<file path="src/rtl/iram_arbiter.sv">
// Round-robin arbiter sharing one synchronous-read IRAM port among NUM_CORES fetch units.
// Grant is combinational; the returned word lands in a per-core holding register two cycles later.
module iram_arbiter #(
  parameter int NUM_CORES = 4,
  parameter int AW        = 16,
  parameter int DW        = 16
) (
  input  logic                    clk,
  input  logic                    rst_n,
  input  logic [NUM_CORES-1:0]    core_en,
  input  logic [NUM_CORES-1:0]    req,
  input  logic [NUM_CORES*AW-1:0] req_addr,
  output logic [NUM_CORES-1:0]    gnt,
  output logic [NUM_CORES-1:0]    rvalid,
  output logic [NUM_CORES*DW-1:0] rdata,
  output logic [AW-1:0]           iram_addr,
  input  logic [DW-1:0]           iram_data,
  output logic [15:0]             conflict_cnt
);

  localparam int IW = $clog2(NUM_CORES);

  logic [NUM_CORES-1:0]    w_elig;
  logic                    w_found;
  logic                    w_grant;
  logic                    w_multi;
  logic [IW-1:0]           w_win;
  logic [IW:0]             w_idx;

  logic [IW-1:0]           r_rr_ptr;
  logic                    r_s1_vld;
  logic [IW-1:0]           r_s1_id;
  logic [AW-1:0]           r_addr;
  logic [NUM_CORES-1:0]    r_rvalid;
  logic [NUM_CORES*DW-1:0] r_rdata;
  logic [15:0]             r_cnt;

  assign w_elig = req & core_en;

  // Scan from r_rr_ptr upward with wrap; first eligible index wins.
  always_comb begin
    w_found = 1'b0;
    w_win   = '0;
    w_idx   = '0;
    for (int k = 0; k < NUM_CORES; k++) begin
      w_idx = {1'b0, r_rr_ptr} + (IW+1)'(k);
      if (w_idx >= (IW+1)'(NUM_CORES)) w_idx = w_idx - (IW+1)'(NUM_CORES);
      if (!w_found && w_elig[w_idx[IW-1:0]]) begin
        w_found = 1'b1;
        w_win   = w_idx[IW-1:0];
      end
    end
  end

  assign w_grant   = w_found & rst_n;
  assign gnt       = w_grant ? (NUM_CORES'(1) << w_win) : '0;
  // Idle cycles replay the last granted address so the RAM port never sees junk.
  assign iram_addr = w_grant ? req_addr[w_win*AW +: AW] : r_addr;
  assign w_multi   = |(w_elig & (w_elig - NUM_CORES'(1)));

  always_ff @(posedge clk or negedge rst_n) begin
    if (!rst_n) begin
      r_rr_ptr <= '0;
      r_s1_vld <= 1'b0;
      r_s1_id  <= '0;
      r_addr   <= '0;
      r_rvalid <= '0;
      r_rdata  <= '0;
      r_cnt    <= '0;
    end else begin
      if (w_grant) begin
        r_rr_ptr <= (w_win == IW'(NUM_CORES-1)) ? '0 : w_win + IW'(1);
        r_addr   <= iram_addr;
      end
      r_s1_vld <= w_grant;
      r_s1_id  <= w_win;
      r_rvalid <= '0;
      if (r_s1_vld) begin
        r_rvalid[r_s1_id]            <= 1'b1;
        r_rdata[r_s1_id*DW +: DW]    <= iram_data;
      end
      if (w_multi && r_cnt != 16'hFFFF) r_cnt <= r_cnt + 16'd1;
    end
  end

  assign rvalid       = r_rvalid;
  assign rdata        = r_rdata;
  assign conflict_cnt = r_cnt;

endmodule

</file>
<file path="config.mk">
export PLATFORM = sky130hd
export DESIGN_NAME = iram_arbiter
export DESIGN_NICKNAME = d
export VERILOG_FILES = /design/src/rtl/iram_arbiter.sv
export SDC_FILE = /design/constraint.sdc
export NUM_CORES = 1
export LEC_CHECK = 0
export BUFFER_PORTS_ARGS = -buffer_cell sky130_fd_sc_hd__buf_2
export CORE_ASPECT_RATIO = 1.5
export CORE_MARGIN = 2
export CORE_UTILIZATION = 48
export DETAILED_ROUTE_END_ITERATION = 16
export PLACE_DENSITY = 0.8
export SLEW_MARGIN = 15
export SYNTH_ARGS = -nofsm -noshare
export SYNTH_HDL_FRONTEND = slang
export SYNTH_SLANG_ARGS = --single-unit
</file>
<file path="constraint.sdc">
create_clock -name clk -period 2.6 [get_ports clk]
set_input_delay 0.39 -clock clk [delete_from_list [all_inputs] [get_ports clk]]
set_output_delay 0.39 -clock clk [all_outputs]
set_load 0.005 [all_outputs]
</file>
==> results.md, run 1 <==
* Global route overflow at 0
* Post-Synth XOR/XNOR Area at 2.59%
* Vias at 4240
* TritonCTS Buffers at 9
* Critical setup path kind: register to output pin
* Largest area contributor in the netlist: dfrtp_1
* Worst Hold Class: input port to asynchronous set/reset pin
* Remaining DRCs at 0
* Max-slew headroom at 39.7%
* Part of the cycle the worst path needs at 104%
* Most common cell after layout, fill and taps aside: buf_2
* Avg Inst Size Synth at 12.3 sq um
* PortBufs at 193
* First-pass GRT wire length at 20600 um
* Status: finished with violations
* Initial antenna violation count at 0
* Setup crit start kind: register
* Yosys cell types at 38
* Initial cell density of the core at 49.2%
* Total die area at 10700 sq um
* Final WL at 14100 um
* GPL Wtd Cong at 0.845
* Clk slew on worst S/H paths at 0.07 ns
* Total power at 0.00503 W
* Post-synthesis simple-gate area fraction at 9.79%
* Core box area at 9630 sq um
* Mux cell area share after synthesis at 6.99%
* F_max at 369 MHz
* Worst setup EP type: output pin
* Post-synthesis compound-gate area fraction at 18.9%
* Max Cap Violations at 0
* Register bit total from synthesis at 105
* Final #Nets at 704
* Syn. warnings at 0
* Die W at 85.2 um
* Worst EP required at 2.21 ns
* HPWL reported at the end of detailed placement at 9060 um
* Worst hold slack at 0.0876 ns
* Syn Std Cell Area at 4740 sq um
* Final Core Density at 70.8%
* Ratio of cells with drive above 1 in the final layout at 49.6%
* CTS tree: done
* Net count after synthesis at 484
* Leak Pwr at 3.52 nW
* Max VDD drop at 0.538 mV
* CTS Root Buffer Type: clkbuf_16
* Sequential area share after synthesis at 55.4%
* Minimum clock period at 2.71 ns
* Pin count of the biggest net entering global routing at 76
* Place WS at 0.126 ns
* CP max FO at 8
* Die height at 126 um
* Row cnt at 44
* Max clock buf depth at 2
* Final Instance Area at 6820 sq um
* Area grow syn2layout at 43.7%
* Total track usage at 24.1%
* Top post-synthesis cells by area: dfrtp_1 55%, a22o_1 12%, mux2i_1 6.8%, o221ai_1 5.9%, nand2_1 3.0%
* P per Cell Area at 738 nW/um^2
* Fillers at 665
* Post-route setup slack at -0.113 ns
* ANT cells at 0
* Num ports at 194
* WL/cell at 19.4 um
* Crit path DAT at 2.32 ns
* Largest family of logic cells by synthesized area: compound AO/OA/AOI/OAI gates
* Slew @ Worst Pin at 0.905 ns
* Skew final at 0.00929 ns
* Clk sinks at 105
* 1st-pass router iterations at 5
* Endpoints failing setup at 17
* Area fraction of the dominant cell type after synthesis at 55.4%
* Endpoints failing hold at 0
* Post-route ant nets at 0
* Worst-Skew Late Latency at 0.34 ns
* DR iter-0 viols at 159
* Post-DP Area at 5910 sq um
* Post-synthesis cell count at 384
* RSZ-0062 raised after global routing: true
* Most frequent cells in the layout: 190 x buf_2, 105 x dfrtp_1, 64 x a22o_1, 38 x nand2_1, 27 x buf_4
* H-tree depth at 3
* DR vias/cell at 5.86
* Failing checks: setup timing
* Number of global-route vias before repair at 4174
* Final Max Slew Viols at 0
* Post-synthesis adder-cell area fraction at 2.64%
==> sequential cells by signal, summed over array words and instances (netlist names) <==
register / cells
rdata: 64
r_addr: 16
r_rr_ptr: 2
rvalid: 4
r_s1_vld: 1
conflict_cnt: 16
r_s1_id: 2
==> synth_stat cells <==
master      n
clkbuf_1    6
o21ai_2     1
nor4_2      3
ha_1       10
dfrtp_1   105
nor3b_1     1
nand3_1     5
o21ai_0     2
nand2b_1    2
a22o_1     64
and3b_1     1
nor3_1      6
mux2i_1    32
nand4_1     7
buf_4       2
xnor2_1     7
buf_2      10
nor2_1      3
inv_2       1
a41oi_1     1
nor4b_2     1
inv_1      13
nand2_1    38
nand4_2     1
o221ai_1   32
and3_1      2
nand3_2     1
o211ai_1    1
and3_4      1
and2_1      6
a22oi_2     1
xor2_1      7
mux2_2      1
a311oi_1    1
nor4_1      4
or4_4       1
buf_6       3
nor4bb_1    1
==> per-stage QoR <==
| step | std cells | TNS [ns] |
|---|---|---|
| after global routing | 724 | -3.03 |
| after global placement | 686 | 0 |
| final | 724 | -0.883 |
| after floorplan | 384 | 0 |
| after detailed placement | 686 | 0 |
| after CTS | 715 | -0.0158 |
==> where the power goes <==
group / switching (W) / internal, W
Combinational: 0.000714 / 0.000811
Clock: 0.000626 / 0.000769
Sequential: 0.000191 / 0.00192
==> cell families after synthesis <==
kind of cell,count (synthesis)
DFF,105
AOI/OAI and AO/OA,103
and+or+nand+nor,84
buffers and inverters,35
muxes,33
xor gates and xnor gates,14
adders and majority gates,10
==> layout make-up <==
type	instances	area, sq um	area share [%]
sequential	105	2630	38.5
multi-input combinational	244	2260	33.2
timing repair buffer	230	1420	20.8
clock buffer	9	225	3.30
tap	115	144	2.11
clock inverter	7	86.3	1.27
inverter	14	55.1	0.808
==> metal layers <==
| metal | GRT usage (%) | vias to the layer above | wire length [um] |
|---|---|---|---|
| met5 | 0 | - | 0 |
| met4 | 9.34 | 0 | 220 |
| met3 | 4.33 | 20 | 878 |
| met2 | 43.6 | 207 | 7760 |
| met1 | 27.9 | 2094 | 5210 |
| li1 | - | 1919 | - |
==> final timing paths <==
check | endpoint | depth (start not counted) | slack [ns] | start
min in group clk | rdata[21] | 2 | 0.31 | iram_data[5]
max in group asynchronous | rdata[43] | 3 | 1.25 | rst_n
worst max register to register | r_addr[6] | 12 | 0.29 | r_rr_ptr[1]
worst min-delay path | conflict_cnt[7] | 2 | 0.09 | rst_n
worst max-delay path | iram_addr[5] | 8 | -0.11 | r_rr_ptr[1]
worst min register to register | r_addr[1] | 2 | 0.50 | r_addr[1]
==> what timing repair did <==
action | in CTS | in global routing
gates cloned | 3 | 3
resized for setup | 20 | 45
setup endpoints to repair | 18 | 19
pin swaps | 3 | 5
buffers inserted | 10 | 6
hold buffers | 0 | 0
==> critical path: stages (launching register included) <==
cell	delay [ns]
dfrtp_1	0.42
nand3_2	0.08
nand4_1	0.13
a311oi_4	0.39
buf_6	0.20
buf_16	0.14
mux2i_2	0.27
o221ai_1	0.18
buf_2	0.16
No activity file was read; power rests on OpenSTA's default activity.
==> run 2, diff against run 1 <==
Settings changed: REMOVE_ABC_BUFFERS set to 1.
==> run 2 against run 1 <==
  * The flow still finishes with violations (setup timing)
  * Maximum frequency rose by 3.1%
  * Flip-flop and latch count did not move
  * Setup slack improved by 0.081 ns
  * Combinational power fell by 6%
  * Largest cell class unchanged
==> results.md, run 2 (synthesis results as in run 1) <==
* Sw Ratio at 30.8% (+0.39 points)
* CP max FO at 9 (+1)
* RSZ-0062 raised after global routing: true
* Leak Pwr at 3.45 nW (-2.0%)
* Core box area at 9630 sq um (unchanged)
* Setup crit start kind: register
* Worst hold slack at 0.315 ns (+0.227 ns)
* DR iter-0 viols at 132 (-17%)
* Endpoints failing setup at 6 (-11)
* Remaining DRCs at 0 (unchanged)
* Post-route setup slack at -0.0319 ns (+0.0809 ns)
* Setup TNS Final at -0.0802 ns (+0.803 ns)
* Pin count of the biggest net entering global routing at 82 (+7.9%)
* WP buf/inv at 3 (unchanged)
* Area grow syn2layout at 41.0%
* Hold Crit Start: iram_data[14]
* CTS tree: done
* Max VDD drop at 0.632 mV (+17%)
* Critical setup path kind: register to output pin
* Worst Hold Class: input port to register
* Max clock buf depth at 2 (unchanged)
* Total die area at 10700 sq um (unchanged)
* Total track usage at 23.9% (-0.22 points)
* Max-slew headroom at 32.0% (-7.7 points)
* Row cnt at 44 (unchanged)
* Hold EP: rdata[30]
* Crit Reg-Reg Endpoint: r_addr[4]
* Number of global-route vias before repair at 4276 (+2.4%)
* Skew final at 0.00740 ns (-0.00189 ns)
* Worst setup EP type: output pin
* Worst-Skew Late Latency at 0.34 ns (about the same)
* Final #Nets at 695 (-1.3%)
* Final WL at 13300 um (-5.2%)
* Net Switching at 0.00149 W (-2.8%)
* CP delay by family, top: buffers and inverters
* Endpoints failing hold at 0 (unchanged)
* Place WS at 0.141 ns (+0.0157 ns)
* R2r setup slk at 0.62 ns (+0.33 ns)
* Comb pwr share at 29.8% (-0.5 points)
* H-tree depth at 3 (unchanged)
* R2R cell count at 8 (-4)
* CP max stage delay at 0.45 ns (+0.03 ns)
* Max reg flops at 64 (unchanged)
* PortBufs at 193 (unchanged)
* ANT cells at 0 (unchanged)
* Die height at 126 um (unchanged)
* Internal power at 0.00334 W (-4.6%)
* TritonCTS Buffers at 9 (unchanged)
* Most frequent cells in the layout: 190 x buf_2, 104 x dfrtp_1, 64 x a22o_1, 37 x nand2_1, 27 x o221ai_1
* WL/cell at 18.7 um (-3.9%)
* GPL Wtd Cong at 0.845 (-0.11%)
* Final Max Slew Viols at 0 (unchanged)
* Clk sinks at 105 (unchanged)
* Most common cell after layout, fill and taps aside: buf_2
* First-pass GRT wire length at 20800 um (+1.0%)
* Clk slew on worst S/H paths at 0.07 ns (about the same)
* Failing checks: setup timing
* Post-route ant nets at 0 (unchanged)
* Vias at 4187 (-1.3%)
* Status: finished with violations
* Crit path DAT at 2.24 ns (-0.08 ns)
* Final Core Density at 69.4% (-1.3 points)
* Reg power frac at 43.7% (+1.7 points)
* P per Cell Area at 722 nW/um^2 (-2.2%)
* Worst R2R Start: r_rr_ptr[1]
* Clk pwr share at 26.4% (-1.3 points)
* Slew @ Worst Pin at 1.02 ns (+0.115 ns)
* Num ports at 194 (unchanged)
* Die W at 85.2 um (unchanged)
* Critical path cell sequence: nand3_2 > nand4_1 > a311oi_4 > buf_6 > buf_16 > mux2i_1 > o221ai_1 > buf_2
* Initial antenna violation count at 0 (unchanged)
* Worst EP required at 2.21 ns (about the same)
* Part of the cycle the worst path needs at 101% (-3.1 points)
* Initial cell density of the core at 49.2% (unchanged)
* F_max at 380 MHz (+3.1%)
* CTS Root Buffer Type: clkbuf_16
* Minimum clock period at 2.63 ns (-0.0809 ns)
* Max Cap Violations at 0 (unchanged)
* Worst path slowest cell: dfrtp_2
* WP depth at 8 (unchanged)
* Global route overflow at 0 (unchanged)
* 1st-pass router iterations at 4 (-1)
* Hold-critical path depth at 2
* HPWL reported at the end of detailed placement at 8920 um (-1.6%)
* Ratio of cells with drive above 1 in the final layout at 48.6% (-1.0 points)
* DR vias/cell at 5.86 (+0.13%)
-- run 2: timing repair --
action,in CTS,in global routing
hold endpoints to repair,24,0
hold buffers,1,0
setup buffers,5,4
gates cloned,2,2
gates resized for setup,19,47
setup endpoints to repair,18,20
pin swaps,3,4
-- run 2: routing by layer --
metal  GRT usage (%)  routed length (um)  vias to the layer above  share of wire, %
met5               0                   0                        -                 0
met4            10.5                 316                        0               2.4
met3            2.95                 759                       20               5.7
met2            43.2                7160                      173                54
met1            28.0                5090                     2101                38
li1                -                   -                     1893                 -
-- run 2: area by class of cell --
class	instances	area, sq um
Fill cell	697	2950
Sequential cell	105	2630
Multi-Input combinational cell	244	2260
Timing Repair Buffer	221	1320
Clock buffer	9	225
Tap cell	115	144
Inverter	14	55.1
Clock inverter	6	52.6
-- run 2: worst register-to-register path: stages (launching register included) --
cell and delay, ns:
dfrtp_2 0.45, nand3_2 0.08, nand4_1 0.13, a311oi_4 0.30, buf_6 0.21, buf_16 0.18, mux2i_2 0.24, buf_4 0.13
o221ai_1 0.12
-- run 2: worst max-delay path by stage --
| stage | start | endpoint |
|---|---|---|
| 2_1_floorplan | r_rr_ptr[0] | gnt[0] |
| 3_3_place_gp | req[1] | iram_addr[14] |
| 3_5_place_dp | req[1] | iram_addr[14] |
| 4_1_cts | r_rr_ptr[1] | iram_addr[3] |
| 5_1_grt | r_rr_ptr[1] | iram_addr[1] |
| 6_report | r_rr_ptr[1] | iram_addr[3] |
-- run 2: power groups by stage --
stage | clock, W | combinational (W) | sequential [W]
2_1_floorplan | 0 | 0.000609 | 0.00213
3_3_place_gp | 0 | 0.00114 | 0.00212
3_5_place_dp | 0 | 0.00118 | 0.00214
4_1_cts | 0.00129 | 0.00129 | 0.00211
5_1_grt | 0.00136 | 0.00157 | 0.00215
6_report | 0.00128 | 0.00144 | 0.00211
-- run 2: through the flow --
step                cell area [sq um]  power [W]  cells
detailed placement               5920    0.00332    685
floorplan                        4620    0.00274    363
global route                     6690    0.00508    714
finish                           6690    0.00483    714
CTS                              6370    0.00470    708
global placement                 5920    0.00326    685
==> run 3, diff against run 2 <==
Settings changed: MAX_ROUTING_LAYER set to met4.
==> run 3 against run 2 <==
  * The flow still finishes with violations (setup timing)
  * Die area unchanged
  * Wire length increased by 0.92%
  * Sequential share of layout area decreased by 0.088 points
  * Global-route usage increased by 0.79 points
  * Clock power about the same
  * Cell count unchanged
  * Count of clock-buffer cells in the layout unchanged
  * Highest routed layer unchanged
==> results.md, run 3 (synthesis results as in run 1) <==
* Status: finished with violations
* Failing checks: setup timing
* Slew @ Worst Pin at 1.02 ns (-0.00330 ns)
* DR iter-0 viols at 140 (+6.1%)
* Final WL at 13500 um (+0.92%)
* CTS tree: done
* ANT cells at 0 (unchanged)
* P per Cell Area at 722 nW/um^2 (about the same)
* Setup TNS Final at -0.156 ns (-0.0754 ns)
* RSZ-0062 raised after global routing: true
* Worst-Skew Late Latency at 0.34 ns (about the same)
* Hold-critical path depth at 2 (unchanged)
* CTS Root Buffer Type: clkbuf_16
* Worst R2R Start: r_rr_ptr[1]
* HPWL reported at the end of detailed placement at 8920 um (unchanged)
* Worst EP required at 2.21 ns (about the same)
* PortBufs at 193 (unchanged)
* Max reg flops at 64 (unchanged)
* Worst hold slack at 0.317 ns (+0.00294 ns)
* Number of global-route vias before repair at 4270 (-0.14%)
* Hold EP: rdata[41]
* Setup crit start kind: register
* Final #Nets at 695 (unchanged)
* Worst setup EP type: output pin
* Endpoints failing setup at 13 (+7)
* DR vias/cell at 5.89 (+0.53%)
* CP max FO at 8 (-1)
* First-pass GRT wire length at 20800 um (+0.20%)
* WP depth at 8 (unchanged)
* WP buf/inv at 3 (unchanged)
* Most frequent cells in the layout: 190 x buf_2, 104 x dfrtp_1, 64 x a22o_1, 37 x nand2_1, 26 x o221ai_1
* Final Core Density at 69.6% (+0.16 points)
* Hold Crit Start: iram_data[9]
* Initial cell density of the core at 49.2% (unchanged)
* Post-route setup slack at -0.0290 ns (+0.00291 ns)
* Die W at 85.2 um (unchanged)
* Remaining DRCs at 0 (unchanged)
* Sw Ratio at 30.9% (+0.12 points)
* Leak Pwr at 3.45 nW (about the same)
* Part of the cycle the worst path needs at 101% (-0.11 points)
* Critical setup path kind: register to output pin
* TritonCTS Buffers at 9 (unchanged)
* Reg power frac at 43.6% (about the same)
* Comb pwr share at 30.0% (+0.2 points)
* Die height at 126 um (unchanged)
* R2R cell count at 8 (unchanged)
* Core box area at 9630 sq um (unchanged)
* H-tree depth at 3 (unchanged)
* Final Max Slew Viols at 0 (unchanged)
* Total die area at 10700 sq um (unchanged)
* Skew final at 0.00685 ns (-0.000556 ns)
* Pin count of the biggest net entering global routing at 82 (unchanged)
* Crit path DAT at 2.24 ns (about the same)
* Crit Reg-Reg Endpoint: r_addr[4]
* Total track usage at 24.7% (+0.79 points)
* 1st-pass router iterations at 4 (unchanged)
* Max clock buf depth at 2 (unchanged)
* Area grow syn2layout at 41.3%
* Max VDD drop at 0.640 mV (+1.2%)
* WL/cell at 18.8 um (+0.92%)
* Initial antenna violation count at 0 (unchanged)
* Clk slew on worst S/H paths at 0.07 ns (about the same)
* Vias at 4209 (+0.53%)
* Global route overflow at 0 (unchanged)
* Internal power at 0.00334 W (+0.12%)
* Clk pwr share at 26.4% (about the same)
* Minimum clock period at 2.63 ns (-0.00291 ns)
* Clk sinks at 105 (unchanged)
* R2r setup slk at 0.61 ns (about the same)
* Ratio of cells with drive above 1 in the final layout at 48.7% (+0.17 points)
* GPL Wtd Cong at 0.858 (+1.6%)
* Critical path cell sequence: nand3_2 > nand4_1 > a311oi_4 > buf_6 > clkbuf_16 > mux2i_4 > o221ai_2 > buf_2
* Net Switching at 0.00150 W (+0.68%)
* Worst path slowest cell: dfrtp_2
* Max-slew headroom at 32.2% (+0.22 points)
* CP delay by family, top: buffers and inverters
* Most common cell after layout, fill and taps aside: buf_2
* Fillers at 697 (unchanged)
* F_max at 380 MHz (+0.11%)
* CP max stage delay at 0.45 ns (about the same)
* Num ports at 194 (unchanged)
* Max Cap Violations at 0 (unchanged)
* Post-route ant nets at 0 (unchanged)
* Endpoints failing hold at 0 (unchanged)
* Worst Hold Class: input port to register
* Row cnt at 44 (unchanged)
-- run 3: final cells by class --
class / count / area, sq um / share of cell area, %
repair buffers: 221 / 1320 / 19.7
inverters: 14 / 55.1 / 0.821
multi-input cells: 244 / 2280 / 34.0
clock inverters: 6 / 52.6 / 0.784
flip-flops and latches: 105 / 2630 / 39.2
clock buffers: 9 / 225 / 3.36
well taps: 115 / 144 / 2.15
-- run 3: repair_timing --
item                       in CTS  in global routing
cloned                          2                  2
setup endpoints to repair      18                 20
setup buffers                   5                  4
pin swaps                       3                  4
hold endpoints to repair       24                  0
hold buffers                    1                  0
gates resized for setup        19                 49
-- run 3: how the worst max path moves through the flow --
stage | end | startpoint | slack (ns)
2_1_floorplan | gnt[0] | r_rr_ptr[0] | -3.08
3_3_place_gp | iram_addr[14] | req[1] | 0.23
3_5_place_dp | iram_addr[14] | req[1] | 0.14
4_1_cts | iram_addr[3] | r_rr_ptr[1] | -0.02
5_1_grt | iram_addr[1] | r_rr_ptr[1] | -0.13
6_report | iram_addr[2] | r_rr_ptr[1] | -0.03
-- run 3: power by group through the flow --
stage	registers [W]	logic, W	clock network [W]
CTS	0.00211	0.00129	0.00129
global route	0.00215	0.00158	0.00137
global placement	0.00212	0.00114	0
floorplan	0.00213	0.000609	0
finish	0.00211	0.00145	0.00128
detailed placement	0.00214	0.00118	0
-- run 3: worst reg2reg max path, delay by kind of cell, from the launching register on --
family,cells,cell delay (ns)
AND/OR/NAND/NOR,2,0.22
flip-flops,1,0.45
AO/OA/AOI/OAI,2,0.42
multiplexers,1,0.25
buffers and inverters,3,0.52
-- run 3: stage by stage --
step / area (sq um) / setup slack (ns) / power (W) / std cells
after floorplan: 4620 / -3.08 / 0.00274 / 363
after global placement: 5920 / 0.232 / 0.00326 / 685
after detailed placement: 5920 / 0.141 / 0.00332 / 685
after CTS: 6370 / -0.0226 / 0.00470 / 708
after global routing: 6700 / -0.126 / 0.00509 / 714
final: 6700 / -0.0290 / 0.00484 / 714
-- run 3: layer usage --
layer  GRT usage (%)  part of all wire, %
met2            42.8                   54
met3            2.69                  5.1
met5               -                    0
met4            10.5                  2.2
met1            28.8                   39
